`src/rtl/icache_refill_if.sv`:
```
// Line-wide memory port between the icache refill engine and the memory system.
// paddr carries a 32-bit word address; data returns a whole cache line.
interface icache_refill_if #(
  parameter int unsigned PADDR_W = 56,
  parameter int unsigned LINE_W  = 128
);
  logic               req;
  logic [PADDR_W-1:0] paddr;
  logic               ready;
  logic [LINE_W-1:0]  data;

  modport master (output req, paddr, input ready, data);
  modport slave  (input req, paddr, output ready, data);
endinterface

```
`src/rtl/icache_refill.sv`:
```
// Icache miss/refill engine: one miss at a time, line fetch, array fill, response
// to fetch, plus whole-cache invalidation after reset and on flush_i.
module icache_refill #(
  parameter int unsigned NUM_SETS          = 256,
  parameter int unsigned NUM_WAYS          = 4,
  parameter int unsigned PADDR_W           = 56,
  parameter int unsigned ICACHE_LINE_WIDTH = 128
) (
  input  logic                          clk_i,
  input  logic                          rst_i,
  input  logic                          miss_valid_i,
  output logic                          miss_ready_o,
  input  logic [PADDR_W-1:0]            miss_paddr_i,
  input  logic [$clog2(NUM_WAYS)-1:0]   miss_way_i,
  input  logic                          kill_i,
  input  logic                          flush_i,
  output logic                          busy_o,
  icache_refill_if.master               mreq,
  output logic                          wr_en_o,
  output logic [$clog2(NUM_SETS)-1:0]   wr_set_o,
  output logic [NUM_WAYS-1:0]           wr_way_o,
  output logic [PADDR_W-$clog2(NUM_SETS)-$clog2(ICACHE_LINE_WIDTH/8)-1:0] wr_tag_o,
  output logic                          wr_valid_o,
  output logic [ICACHE_LINE_WIDTH-1:0]  wr_data_o,
  output logic                          rsp_valid_o,
  output logic [PADDR_W-1:0]            rsp_paddr_o,
  output logic [ICACHE_LINE_WIDTH-1:0]  rsp_data_o
);
  localparam int unsigned OFF_W = $clog2(ICACHE_LINE_WIDTH/8);
  localparam int unsigned IDX_W = $clog2(NUM_SETS);
  localparam int unsigned TAG_W = PADDR_W - IDX_W - OFF_W;
  localparam int unsigned WAY_W = $clog2(NUM_WAYS);

  typedef enum logic [2:0] {S_FLUSH, S_IDLE, S_MEM, S_FILL, S_RESP} state_t;

  state_t                       r_state, w_next;
  logic [IDX_W-1:0]             r_cnt;
  logic [PADDR_W-1:0]           r_addr;
  logic [WAY_W-1:0]             r_way;
  logic [ICACHE_LINE_WIDTH-1:0] r_line;
  logic                         r_killed;
  logic                         r_flush_pend;
  logic                         w_accept;
  logic                         w_flush_go;

  always_comb begin
    w_next       = r_state;
    w_accept     = 1'b0;
    w_flush_go   = 1'b0;
    miss_ready_o = 1'b0;
    mreq.req     = 1'b0;
    wr_en_o      = 1'b0;
    wr_set_o     = r_cnt;
    wr_way_o     = '1;
    wr_valid_o   = 1'b0;
    rsp_valid_o  = 1'b0;
    unique case (r_state)
      S_FLUSH: begin
        // Reset state is FLUSH; hold the strobe off while reset is still asserted.
        wr_en_o = !rst_i;
        if (r_cnt == IDX_W'(NUM_SETS - 1)) w_next = S_IDLE;
      end
      S_IDLE: begin
        miss_ready_o = !flush_i && !r_flush_pend;
        if (flush_i || r_flush_pend) begin
          w_flush_go = 1'b1;
          w_next     = S_FLUSH;
        end else if (miss_valid_i) begin
          w_accept = 1'b1;
          w_next   = S_MEM;
        end
      end
      S_MEM: begin
        mreq.req = 1'b1;
        if (mreq.ready) w_next = S_FILL;
      end
      S_FILL: begin
        wr_en_o    = 1'b1;
        wr_valid_o = 1'b1;
        wr_way_o   = NUM_WAYS'(1) << r_way;
        wr_set_o   = r_addr[OFF_W +: IDX_W];
        w_next     = (r_killed || kill_i) ? S_IDLE : S_RESP;
      end
      S_RESP: begin
        rsp_valid_o = !kill_i;
        w_next      = S_IDLE;
      end
      default: w_next = S_FLUSH;
    endcase
  end

  assign mreq.paddr  = r_addr >> 2;
  assign wr_tag_o    = r_addr[PADDR_W-1 -: TAG_W];
  assign wr_data_o   = r_line;
  assign rsp_paddr_o = r_addr;
  assign rsp_data_o  = r_line;
  assign busy_o      = (r_state != S_IDLE) || r_flush_pend;

  always_ff @(posedge clk_i or posedge rst_i) begin
    if (rst_i) begin
      r_state      <= S_FLUSH;
      r_cnt        <= '0;
      r_addr       <= '0;
      r_way        <= '0;
      r_line       <= '0;
      r_killed     <= 1'b0;
      r_flush_pend <= 1'b0;
    end else begin
      r_state <= w_next;
      if (r_state == S_FLUSH)  r_cnt <= r_cnt + 1'b1;
      else if (w_flush_go)     r_cnt <= '0;
      if (w_accept) begin
        r_addr   <= miss_paddr_i & ~PADDR_W'(ICACHE_LINE_WIDTH/8 - 1);
        r_way    <= miss_way_i;
        r_killed <= 1'b0;
      end else if ((r_state == S_MEM || r_state == S_FILL) && kill_i) begin
        r_killed <= 1'b1;
      end
      if (r_state == S_MEM && mreq.ready) r_line <= mreq.data;
      // A flush requested mid-refill waits for the refill to finish.
      if (r_state == S_FLUSH && w_next == S_IDLE)
        r_flush_pend <= 1'b0;
      else if ((r_state inside {S_MEM, S_FILL, S_RESP}) && flush_i)
        r_flush_pend <= 1'b1;
    end
  end
endmodule

```
`src/flat_wrapper.sv`:
```
// flat-port wrapper written by rule: the top's interface ports become plain ports
module icache_refill_flat 
#(
  parameter int unsigned NUM_SETS          = 256,
  parameter int unsigned NUM_WAYS          = 4,
  parameter int unsigned PADDR_W           = 56,
  parameter int unsigned ICACHE_LINE_WIDTH = 128
)
  (clk_i, rst_i, miss_valid_i, miss_ready_o, miss_paddr_i, miss_way_i, kill_i, flush_i, busy_o, wr_en_o, wr_set_o, wr_way_o, wr_tag_o, wr_valid_o, wr_data_o, rsp_valid_o, rsp_paddr_o, rsp_data_o, mreq_req, mreq_paddr, mreq_ready, mreq_data);
  icache_refill_if #(.PADDR_W(PADDR_W), .LINE_W(128)) mreq_i ();
  input  logic clk_i;
  input  logic rst_i;
  input  logic miss_valid_i;
  output logic miss_ready_o;
  input  logic [PADDR_W-1:0] miss_paddr_i;
  input  logic [$clog2(NUM_WAYS)-1:0] miss_way_i;
  input  logic kill_i;
  input  logic flush_i;
  output logic busy_o;
  output logic wr_en_o;
  output logic [$clog2(NUM_SETS)-1:0] wr_set_o;
  output logic [NUM_WAYS-1:0] wr_way_o;
  output logic [PADDR_W-$clog2(NUM_SETS)-$clog2(ICACHE_LINE_WIDTH/8)-1:0] wr_tag_o;
  output logic wr_valid_o;
  output logic [ICACHE_LINE_WIDTH-1:0] wr_data_o;
  output logic rsp_valid_o;
  output logic [PADDR_W-1:0] rsp_paddr_o;
  output logic [ICACHE_LINE_WIDTH-1:0] rsp_data_o;
  output wire logic [$bits(mreq_i.req)-1:0] mreq_req;
  output wire logic [$bits(mreq_i.paddr)-1:0] mreq_paddr;
  input wire logic [$bits(mreq_i.ready)-1:0] mreq_ready;
  input wire logic [$bits(mreq_i.data)-1:0] mreq_data;
  assign mreq_req = mreq_i.req;
  assign mreq_paddr = mreq_i.paddr;
  assign mreq_i.ready = mreq_ready;
  assign mreq_i.data = mreq_data;
  icache_refill #(.NUM_SETS(NUM_SETS), .NUM_WAYS(NUM_WAYS), .PADDR_W(PADDR_W), .ICACHE_LINE_WIDTH(ICACHE_LINE_WIDTH)) u_core (.clk_i(clk_i), .rst_i(rst_i), .miss_valid_i(miss_valid_i), .miss_ready_o(miss_ready_o), .miss_paddr_i(miss_paddr_i), .miss_way_i(miss_way_i), .kill_i(kill_i), .flush_i(flush_i), .busy_o(busy_o), .mreq(mreq_i), .wr_en_o(wr_en_o), .wr_set_o(wr_set_o), .wr_way_o(wr_way_o), .wr_tag_o(wr_tag_o), .wr_valid_o(wr_valid_o), .wr_data_o(wr_data_o), .rsp_valid_o(rsp_valid_o), .rsp_paddr_o(rsp_paddr_o), .rsp_data_o(rsp_data_o));
endmodule
```
`config.mk`:
```
export PLATFORM = sky130hd
export DESIGN_NAME = icache_refill_flat
export DESIGN_NICKNAME = d
export VERILOG_FILES = /design/src/rtl/icache_refill_if.sv /design/src/rtl/icache_refill.sv /design/src/flat_wrapper.sv
export SDC_FILE = /design/constraint.sdc
export NUM_CORES = 1
export LEC_CHECK = 0
export BUFFER_PORTS_ARGS = -buffer_cell sky130_fd_sc_hd__buf_2
export CAP_MARGIN = 20
export CORE_AREA = 2 2 241 243
export CTS_CLUSTER_SIZE = 14
export DETAILED_ROUTE_END_ITERATION = 12
export DIE_AREA = 0 0 243 245
export HOLD_SLACK_MARGIN = 0.08
export PLACE_DENSITY = 0.5
export SLEW_MARGIN = 20
export SYNTH_ARGS = -nofsm -noshare
export SYNTH_HDL_FRONTEND = slang
export SYNTH_SLANG_ARGS = --single-unit
```
`constraint.sdc`:
```
create_clock -name clk_i -period 13.73 [get_ports clk_i]
set_input_delay 1.373 -clock clk_i [delete_from_list [all_inputs] [get_ports clk_i]]
set_output_delay 1.373 -clock clk_i [all_outputs]
set_load 0.01 [all_outputs]
```
==> Word-level counts from Yosys, hierarchy flattened <==
Cells that the tools add are included.
{ "word_totals": {"elab_cells": 58, "out_inout_bits": 430, "reg_bits": 195} }
{ "op_classes": {"add_sub_neg": 1, "reduce_logical": 18, "n_mux": 24, "n_eq_ne": 7, "n_shift": 1} }
{ "op_table": {"columns": ["operator", "count"], "rows": [
  ["$mux W8", 3],
  ["$mux W3", 5],
  ["$pmux W3 S5", 1],
  ["$mux W1", 13],
  ["$add A8 B1 Y8 const B", 1],
  ["$eq A8 B8 Y1 const B", 1],
  ["$eq A3 B1 Y1 const B", 2],
  ["$eq A3 B2 Y1 const B", 2],
  ["$reduce_bool A2 Y1", 3],
  ["$logic_and A1 B1 Y1", 5],
  ["$logic_not A1 Y1", 4],
  ["$logic_or A1 B1 Y1", 4],
  ["$mux W4", 1],
  ["$shl A1 B2 Y4 const A", 1],
  ["$eq A3 B3 Y1 const B", 1],
  ["$logic_not A3 Y1", 1],
  ["$ne A3 B1 Y1 const B", 1],
  ["$reduce_bool A3 Y1", 1],
  ["$pmux W1 S2", 1]
]} }

==> Depth between registers and ports, before layout <==
{ "depth": {"word_depth": 6, "mapped_depth": 7, "mapped_depth_nobuf": 4} }

==> Least setup slack after synthesis <==
OpenSTA, ideal clock, no wires.
{ "synth_timing": {"kind": "input to output", "start": "in kill_i", "end": "out rsp_valid_o", "required_time_ns": 12.357, "n_path_buf": 0, "t_arrival_ns": 1.811, "path_stages": 1, "slack_ns": 10.546, "cell_sequence": "nor4b_1"} }
{ "synth_between": {"elab_chain_len": 2} }
{ "synth_lines": {"columns": ["element", "line", "text"], "rows": [
  ["start, declared", "flat_wrapper.sv:17", "input logic kill_i;"],
  ["$logic_not A1 Y1", "icache_refill.sv:85", "rsp_valid_o = !kill_i;"],
  ["$mux W1", "icache_refill.sv:57", "unique case (r_state)"],
  ["end, declared", "flat_wrapper.sv:26", "output logic rsp_valid_o;"]
]} }
No other way between the ends.

==> Final worst setup path <==
{ "layout_timing": {"start": "reg u_core.r_state[1]", "end": "out wr_set_o[1]"} }
{ "layout_between": {"elab_chain_len": 2} }
{ "layout_lines": {"columns": ["element", "line", "text"], "rows": [
  ["start, declared", "icache_refill.sv:36", "state_t r_state, w_next;"],
  ["start signal, assigned", "icache_refill.sv:109", "r_state <= w_next;"],
  ["$eq A3 B2 Y1", "icache_refill.sv:57", null],
  ["$mux W8", "icache_refill.sv:57", null],
  ["end, declared", "flat_wrapper.sv:21", "output logic [$clog2(NUM_SETS)-1:0] wr_set_o;"]
]} }
No other way between the ends.

==> flow_summary_export.csv <==
group,metric,value,unit
outcome,status,"complete, no violations",
sta,whs,0.486,ns
drt,drc,0,
sta,fmax,267,MHz
worst_setup_path,required,12.36,ns
worst_setup_path,r2r_cells,3,
hold_path,min_delay_path_depth,1,
sta,relSlewSlack,0.282,
drt,wirelength,25600,um
synthesis,synthFlopType,"dfrtp_1",
sta,finClkSkew,0.0102,ns
floorplan,core-area,0.0570,mm2
synthesis,synth_edf_count,0,
drt,vias,6328,
run,maxCapViolCount,0,
clock_tree,cts_buffers,17,
floorplan,die_h,245,um
clock_tree,clkSlewWorstSetupHoldPaths,0.08,ns
hold_path,hold_class,"flop to flop",
power,switchingPower,0.718,mW
synthesis,synthCells,710,
clock_tree,cts_tree,"yes",
synthesis,syn_avg_cell_area,13.3,um2
synthesis,synthArstFlopShare,1.00,
drt,vias_per_cell,3.38,
floorplan,initial_utilization,0.166,
power,p_clk_frac,0.246,
placed_design,gp_congestion,0.814,
synthesis,synth.distinct_cells,38,
cells_and_area,fin_area,0.0122,mm2
placed_design,place_hpwl,19500,um
worst_setup_path,path_max_fanout,13,
sta,tightest_slew,1.08,ns
clock_tree,clkLatencyLatePin,0.47,ns
worst_setup_path,critPathArrivalTime,2.38,ns
power,p_per_area,169,mW/mm2
worst_setup_path,endpoint_kind,"output pin",
clock_tree,clockBufferDepth,2,
synthesis,yosysWarnings,0,
drt,drtIter0Drc,210,
drt,ant_nets,0,
global_routing,gr-total-overflow,0,
placed_design,dpl_cell_area,0.0117,mm2
worst_setup_path,cp-start-kind,"flop",
placed_design,portBuffers,609,
sta,post-route-min-period,3.75,ns
global_routing,antenna_found_initial,2,
floorplan,dieArea,0.0595,mm2
global_routing,gr-usage-all-layers,0.0823,
power,internal-power,1.35,mW
sta,hold_violations,0,
floorplan,pin_count,622,
power,pwr-share-seq,0.418,
worst_setup_path,critical_path_class,"flop to output pin",
global_routing,grt_pass1_vias,5868,
synthesis,yosysSeqAreaShare,0.516,
clock_tree,cts.sinks,195,
power,power,2.07,mW
power,switching_share,0.348,
cells_and_area,synthToLayoutAreaGrowth,29.3,%
drt,wl_per_cell,13.7,um
sta,setup_viol,0,
clock_tree,cts_setup_buffers,0,
cells_and_area,drive_gt1_frac,0.758,
sta,finalSetupTns,0,ns
clock_tree,cts_hold_buf,0,
clock_tree,root_buffer,"clkbuf_16",
global_routing,grt_max_degree,72,
power,ir_drop,0.0886,mV
drt,first_pass_iters,4,
floorplan,die_x,243,um
global_routing,grt_pass1_wl,36500,um
floorplan,rows,88,
power,p_leak,6.51,nW
sta,finalMaxSlewViolations,0,
sta,finalCritPeriodShare,0.273,
cells_and_area,nNetsFinal,1285,
sta,rsz0062_at_grt,"false",
power,comb_power_share,0.337,
clock_tree,h-tree-depth,4,
synthesis,ys_ff_latch,195,
synthesis,syn_area,0.00946,mm2
clock_tree,cts_resized,0,
==> through the flow <==
| step | utilization | cells | setup slack [ns] |
|---|---|---|---|
| final | 0.214 | 1870 | 9.98 |
| after global routing | 0.214 | 1869 | 9.79 |
| after CTS | 0.214 | 1869 | 9.91 |
| after detailed placement | 0.204 | 1838 | 10.34 |
| after global placement | 0.204 | 1838 | 10.35 |
| after floorplan | - | 717 | 7.04 |
==> area by class of cell <==
class	count	area, um2
Antenna cell	1	2.50
Clock buffer	20	447
Clock inverter	11	126
Fill cell	6240	44800
Inverter	7	33.8
Multi-Input combinational cell	257	2700
Sequential cell	195	4880
Tap cell	765	957
Timing Repair Buffer	614	3090
==> state kept, by name, indices dropped and copies added, names as in the netlist <==
| register | flops |
|---|---|
| u_core.r_flush_pend | 1 |
| u_core.rsp_paddr_o | 52 |
| u_core.rsp_data_o | 128 |
| u_core.r_way | 2 |
| u_core.r_state | 3 |
| u_core.r_cnt | 8 |
| u_core.r_killed | 1 |
==> cells by family (layout without fill, tap and decap cells) <==
kind of cell | count (synthesis) | in the layout | synth area share
simple gates | 32 | 32 | 0.0196
flops | 195 | 195 | 0.516
compound gates | 21 | 21 | 0.0144
fa+ha+maj | 1 | 1 | 0.00132
xor+xnor | 1 | 1 | 0.000926
other cells | 1 | 9 | 0.000396
buf+inv | 265 | 652 | 0.202
mux | 194 | 194 | 0.246
==> per-layer routing <==
metal	up-vias	share of wire	track usage
met1	3103	0.42	0.102
met2	289	0.50	0.131
met3	22	0.062	0.0247
met4	0	0.020	0.0388
met5	-	0	0
li1	2914	-	-
==> cells in the mapped netlist, types with 2 or more instances <==
cell / number / area share
buf_2: 3 / 0.0016
nor3b_1: 2 / 0.0016
nand3_1: 3 / 0.0016
nor2_1: 5 / 0.0020
mux2i_1: 3 / 0.0032
mux2_2: 153 / 0.18
dfrtp_1: 195 / 0.52
inv_1: 7 / 0.0028
buf_4: 232 / 0.18
nand2b_1: 2 / 0.0013
nor4_1: 4 / 0.0026
mux2_4: 38 / 0.060
buf_6: 6 / 0.0071
o21ai_0: 11 / 0.0058
nor3_1: 4 / 0.0021
buf_1: 3 / 0.0012
clkbuf_1: 14 / 0.0056
nand2_1: 4 / 0.0016
a211o_1: 2 / 0.0019
==> worst max-delay path: stages, from the launching register on <==
cell     delay [ns]
dfrtp_1        0.50
nor2b_1        0.24
nand2_1        0.14
inv_1          0.47
mux2_2         0.41
buf_2          0.15
==> cell usage in the layout (no fill, tap or decap), types with 5 or more instances in the layout <==
master | Yosys | final
buf_2 | 3 | 609
dfrtp_1 | 195 | 195
mux2_2 | 153 | 153
mux2_4 | 38 | 38
clkbuf_16 | 0 | 17
o21ai_0 | 11 | 11
conb_1 | 1 | 8
inv_1 | 7 | 6
nor2_1 | 5 | 5
buf_4 | 232 | 5
==> power groups by stage <==
stage               clock [mW]  sequential [mW]  combinational [mW]
floorplan                    0            0.916               0.472
global placement             0            0.869               0.710
detailed placement           0            0.875               0.706
CTS                      0.537            0.866               0.707
global route             0.558            0.887               0.749
finish                   0.507            0.863               0.696
==> path summary, 6_finish.rpt <==
path / start / end / slack, ns
min in group asynchronous: rst_i / u_core.r_cnt[6] / 0.96
min reg2reg: u_core.r_killed / u_core.r_state[2] / 0.49
max in group asynchronous: rst_i / u_core.rsp_data_o[65] / 11.48
max reg2reg: u_core.r_state[0] / u_core.rsp_paddr_o[12] / 11.03
min: u_core.r_killed / u_core.r_state[2] / 0.49
max: u_core.r_state[1] / wr_set_o[1] / 9.98
Note: power is estimated with default switching activity, not from simulation.
